$ cat src/rtl/uart_pkg.sv
// uart_pkg: encodings, FSM states and defaults shared by the UART TX and RX paths
package uart_pkg;
    localparam int PAR_NONE = 0;
    localparam int PAR_EVEN = 1;
    localparam int PAR_ODD  = 2;
    localparam int DEFAULT_BAUD_DIV = 1250;
    typedef enum logic [2:0] {IDLE, START, DATA, PARITY, STOP} tx_state_t;
endpackage

$ cat src/rtl/uart_tx_if.sv
// uart_tx_if: valid/ready word intake of the UART transmitter
interface uart_tx_if #(
    parameter int DATA_BITS = 8
);
    logic                 tx_valid;
    logic [DATA_BITS-1:0] tx_data;
    logic                 tx_ready;
    modport master (output tx_valid, tx_data, input tx_ready);
    modport slave (input tx_valid, tx_data, output tx_ready);
endinterface

$ cat src/rtl/uart_tx_baudgen.sv
// baudgen_tx: end-of-bit baud tick, counter held at zero while disabled
module baudgen_tx #(
    parameter int BAUD_DIV = 1250
) (
    input  logic clk,
    input  logic rst,
    input  logic en,
    output logic tick
);
    localparam int W = $clog2(BAUD_DIV);
    logic [W-1:0] cnt;
    assign tick = en && cnt == W'(BAUD_DIV - 1);
    always_ff @(posedge clk)
        cnt <= (rst || !en || tick) ? '0 : cnt + 1'b1;
endmodule

$ cat src/rtl/uart_tx.sv
// uart_tx: UART serial transmitter, one word per valid/ready handshake
module uart_tx
    import uart_pkg::*;
#(
    parameter int BAUD_DIV  = DEFAULT_BAUD_DIV,
    parameter int DATA_BITS = 8,
    parameter int PARITY    = PAR_NONE,
    parameter int STOP_BITS = 1
) (
    input  logic     clk,
    input  logic     rst,
    uart_tx_if.slave bus,
    output logic     tx_busy,
    output logic     tx
);
    localparam int IW = $clog2(DATA_BITS + 1);
    tx_state_t            state;
    logic [DATA_BITS-1:0] shreg;
    logic [IW-1:0]        idx;
    logic                 par;
    logic                 tick;

    if (BAUD_DIV < 2 || DATA_BITS < 5 || DATA_BITS > 9 || PARITY < 0 || PARITY > 2 ||
        STOP_BITS < 1 || STOP_BITS > 2) begin : g_bad_param
        $error("uart_tx: illegal parameter combination");
    end

    assign bus.tx_ready = state == IDLE;
    assign tx_busy      = state != IDLE;

    baudgen_tx #(.BAUD_DIV(BAUD_DIV)) u_baud (
        .clk  (clk),
        .rst  (rst),
        .en   (tx_busy),
        .tick (tick)
    );

    // tx is always loaded one edge ahead of the bit it carries, so the line is a flop output
    always_ff @(posedge clk) begin
        if (rst) begin
            state <= IDLE;
            tx    <= 1'b1;
            shreg <= '0;
            idx   <= '0;
            par   <= 1'b0;
        end else begin
            case (state)
                IDLE: if (bus.tx_valid) begin
                    state <= START;
                    tx    <= 1'b0;
                    shreg <= bus.tx_data;
                    idx   <= '0;
                    par   <= ^bus.tx_data ^ (PARITY == PAR_ODD);
                end
                START: if (tick) begin
                    state <= DATA;
                    tx    <= shreg[0];
                    shreg <= shreg >> 1;
                end
                DATA: if (tick) begin
                    if (idx == IW'(DATA_BITS - 1)) begin
                        idx   <= '0;
                        state <= PARITY == PAR_NONE ? STOP : uart_pkg::PARITY;
                        tx    <= PARITY == PAR_NONE ? 1'b1 : par;
                    end else begin
                        idx   <= idx + 1'b1;
                        tx    <= shreg[0];
                        shreg <= shreg >> 1;
                    end
                end
                uart_pkg::PARITY: if (tick) begin
                    state <= STOP;
                    tx    <= 1'b1;
                end
                STOP: if (tick) begin
                    idx   <= idx == IW'(STOP_BITS - 1) ? '0 : idx + 1'b1;
                    state <= idx == IW'(STOP_BITS - 1) ? IDLE : STOP;
                end
                default: state <= IDLE;
            endcase
        end
    end
endmodule

$ cat src/flat_wrapper.sv
// flat-port wrapper written by rule: the top's interface ports become plain ports
module uart_tx_flat import uart_pkg::*;
#(
    parameter int BAUD_DIV  = DEFAULT_BAUD_DIV,
    parameter int DATA_BITS = 8,
    parameter int PARITY    = PAR_NONE,
    parameter int STOP_BITS = 1
)
  (clk, rst, tx_busy, tx, bus_tx_valid, bus_tx_data, bus_tx_ready);
  uart_tx_if #(.DATA_BITS(DATA_BITS)) bus_i ();
  input  logic clk;
  input  logic rst;
  output logic tx_busy;
  output logic tx;
  input wire logic [$bits(bus_i.tx_valid)-1:0] bus_tx_valid;
  input wire logic [$bits(bus_i.tx_data)-1:0] bus_tx_data;
  output wire logic [$bits(bus_i.tx_ready)-1:0] bus_tx_ready;
  assign bus_i.tx_valid = bus_tx_valid;
  assign bus_i.tx_data = bus_tx_data;
  assign bus_tx_ready = bus_i.tx_ready;
  uart_tx #(.BAUD_DIV(BAUD_DIV), .DATA_BITS(DATA_BITS), .PARITY(PARITY), .STOP_BITS(STOP_BITS)) u_core (.clk(clk), .rst(rst), .bus(bus_i), .tx_busy(tx_busy), .tx(tx));
endmodule
$ cat config.mk
export PLATFORM = sky130hd
export DESIGN_NAME = uart_tx_flat
export DESIGN_NICKNAME = d
export VERILOG_FILES = /design/src/rtl/uart_pkg.sv /design/src/rtl/uart_tx_if.sv /design/src/rtl/uart_tx_baudgen.sv /design/src/rtl/uart_tx.sv /design/src/flat_wrapper.sv
export SDC_FILE = /design/constraint.sdc
export NUM_CORES = 1
export LEC_CHECK = 0
export ABC_AREA = 1
export CAP_MARGIN = 25
export CORE_MARGIN = 3
export CORE_UTILIZATION = 35
export DETAILED_ROUTE_END_ITERATION = 6
export GPL_TIMING_DRIVEN = 0
export MAX_ROUTING_LAYER = met4
export SETUP_SLACK_MARGIN = 0.05
export SLEW_MARGIN = 5
export SYNTH_ARGS = -nofsm -noshare
export SYNTH_HDL_FRONTEND = slang
export SYNTH_SLANG_ARGS = --single-unit
export TNS_END_PERCENT = 50
$ cat constraint.sdc
create_clock -name clk -period 1.4 [get_ports clk]
set_input_delay 0.28 -clock clk [delete_from_list [all_inputs] [get_ports clk]]
set_output_delay 0.28 -clock clk [all_outputs]
set_load 0.005 [all_outputs]
==> impl_results.md, run 1 <==
- Routed len/inst: 11.1 um
- Die Span X: 70.5 um
- Final-report hold violation count: 0
- Share of post-route cells with drive strength above 1: 36.2%
- Pin count of the biggest net entering global routing: 15
- Top Usage Layer GRT: met2
- Critical Path End Type: flip-flop
- Final layout net count: 259
- Initial antenna violation count: 0
- Pre-antenna DRT Iters: 4
- Post-Syn Instances: 210
- CTS Buf Count: 3
- Maximum clock insertion buffer count: 2
- Row count: 22
- Initial Utilization: 38.0%
- PwrDens: 1930 nW/um^2
- Grt met3 use: 3.45%
- Vias in the first global route: 1271
- Clock Skews: 0.00304 ns
- Post-DP HPWL: 2.16 mm
- Ant. Diodes: 0
- Total GRT Usage: 13.6%
- Later-pin clock latency in the skew report: 0.27 ns
- Syn_nets: 225
- Reg clk slew, reported paths: 0.09 ns
- Slew headroom: 79.6%
- Root Buffer: clkbuf_8
- Met2 Use GR: 21.4%
- Area Growth Syn to Fin: 39.2%
- Met1 track utilization from global routing: 17.4%
- Top area cells in the synthesized netlist: dfxtp_1, nand2_1, inv_1
- Largest area contributor in the netlist: dfxtp_1
- Final setup fails: 25
- First-pass GRT wire length: 5.42 mm
- PnR worst setup slack: -0.145 ns
- Yosys cell types: 26
- Max_cap viols: 0
- Arr. time, crit path: 1.72 ns
- Tmin final: 1.55 ns
- GRT overflow: 0
- Vias per std cell: 4.79
- Most common cell after layout, fill and taps aside: inv_1
- FMAX: 647 MHz
- Number of DRC markers in iteration 0: 69
- CTS Hold Bufs: 0
- Class of the most critical hold timing path: reg -> reg
- Status: complete, but fails checks
- CP startpoint kind: flip-flop
- Setup TNS: -1.61 ns
- CP required: 1.57 ns
- Slew Viols, Final: 0
- Final period util: 110%
- Placer Congestion: 0.844
- Most frequent cells in the layout: inv_1, nand2_1, dfxtp_1
- Fill count: 355
- Hold Slack: 0.451 ns
- Multi-input gate area: 918 sq um
- Critical path peak fanout: 8
- Synth Register Bits: 27
- Io pins: 14
- FF+latch area: 561 sq um
- Worst Tran Pin Value: 0.303 ns
- Synth Area per Inst: 6.92 sq um
- Die area: 4960 sq um
- CTS tree: built
- Share of the synthesized area in the top cell type: 37.2%
- Overall Power: 0.00390 W
- Die H: 70.5 um
- Unrepaired setup endpoints after global routing: yes
- Core Footprint: 3830 sq um
- Register area share after synthesis: 37.2%
- WL final: 3.22 mm
- IO Port Bufs: 13
- Residual DRC: 0
- Antenna viol nets, final: 0
- Synth Warn #: 0
- Htree depth: 1
- Clock sinks: 27
- Vias: 1394
- Failing checks: negative setup slack
- P_leak: 0.864 nW
- Synthesized area: 1450 sq um
- Critical path class: reg -> reg
- Max VDD drop: 0.000978 V
[per-stage QoR]
stage	worst slack, ns	utilization, %	area, sq um	instances
after floorplan	0.0101	-	1460	210
after global placement	-0.225	43.2	1650	271
after detailed placement	-0.228	43.2	1650	271
after CTS	-0.127	47.1	1800	282
after global routing	-0.229	52.9	2020	291
final	-0.145	52.9	2020	291
[cells by family after synthesis]
family | after synthesis | synth area share, %
adder cells (fa/ha/maj) | 4 | 3.44
buffers and inverters | 40 | 11.4
AND/OR/NAND/NOR | 88 | 28.8
AO/OA/AOI/OAI | 49 | 17.9
XOR/XNOR | 2 | 1.21
flip-flops | 27 | 37.2
[where the power goes]
group          switching [W]  internal [W]
clock               0.000246      0.000204
combinational        0.00122       0.00102
sequential          0.000176       0.00103
total                0.00165       0.00225
[final timing paths]
| check | end | slack [ns] | from | depth (start not counted) |
|---|---|---|---|---|
| max | u_core.shreg[6]$_SDFFE_PP0P_ | -0.15 | u_core.u_baud.cnt[1]$_SDFF_PP0_ | 12 |
| min reg2reg | u_core.shreg[0]$_SDFFE_PP0P_ | 0.45 | u_core.shreg[0]$_SDFFE_PP0P_ | 2 |
| max reg2reg | u_core.shreg[6]$_SDFFE_PP0P_ | -0.15 | u_core.u_baud.cnt[1]$_SDFF_PP0_ | 12 |
| min | u_core.shreg[0]$_SDFFE_PP0P_ | 0.45 | u_core.shreg[0]$_SDFFE_PP0P_ | 2 |
[per-layer routing]
| layer | vias to the layer above | routed length [um] | share of wire, % |
|---|---|---|---|
| li1 | 737 | - | - |
| met3 | 4 | 102 | 3.2 |
| met2 | 22 | 1540 | 48 |
| met1 | 631 | 1540 | 48 |
| met4 | 0 | 32 | 0.99 |
| met5 | - | 0 | 0 |
[flip-flops by register name, indices dropped and copies added (netlist names)]
| signal | cells |
|---|---|
| u_core.idx | 4 |
| u_core.shreg | 8 |
| u_core.state | 3 |
| u_core.tx | 1 |
| u_core.u_baud.cnt | 11 |
[critical path: stages (launching register included)]
cell     delay [ns]
dfxtp_4        0.38
inv_4          0.06
ha_4           0.12
nand2_2        0.05
inv_2          0.05
nand2_2        0.05
nor2_4         0.12
nand2_4        0.08
nand2_4        0.10
nand3_4        0.12
buf_8          0.16
o21ai_2        0.12
a21oi_2        0.04
[synthesized netlist by cell type]
cell type and number:
nand2_1 34, inv_1 33, dfxtp_1 27, nor2_1 22, a21oi_1 21, o21ai_0 18, nand3_1 13, nand2_2 6
o21ai_1 6, ha_1 4, inv_2 4, a21oi_2 3, nor3_1 3, buf_6 2, nor2_2 2, xor2_1 2
buf_2 1, nand2_4 1, nand3_2 1, nand3_4 1, nand4_1 1, nor2_4 1, nor3_2 1, nor4_1 1
o21ai_2 1, or2_2 1
[layout make-up]
| type | count | area share, % |
|---|---|---|
| Timing Repair Buffer | 29 | 13.1 |
| Clock buffer | 4 | 2.22 |
| Inverter | 37 | 7.11 |
| Multi-Input combinational cell | 143 | 45.4 |
| Tap cell | 48 | 2.97 |
| Buffer | 3 | 1.55 |
| Sequential cell | 27 | 27.7 |
[what timing repair did]
action / CTS / global route
gates resized for setup: 29 / 41
setup endpoints to repair: 26 / 30
gates cloned: 0 / 1
setup buffers: 7 / 8
pin swaps: 8 / 9
hold endpoints to repair: 0 / 0
No activity file was read; power rests on OpenSTA's default activity.
==> inputs of run 2 (changes only) <==
CTS_CLUSTER_SIZE = 16   (was not set)
==> results of run 2 <==
Same layout as run 1: the final DEF is identical, and so are final timing and power.
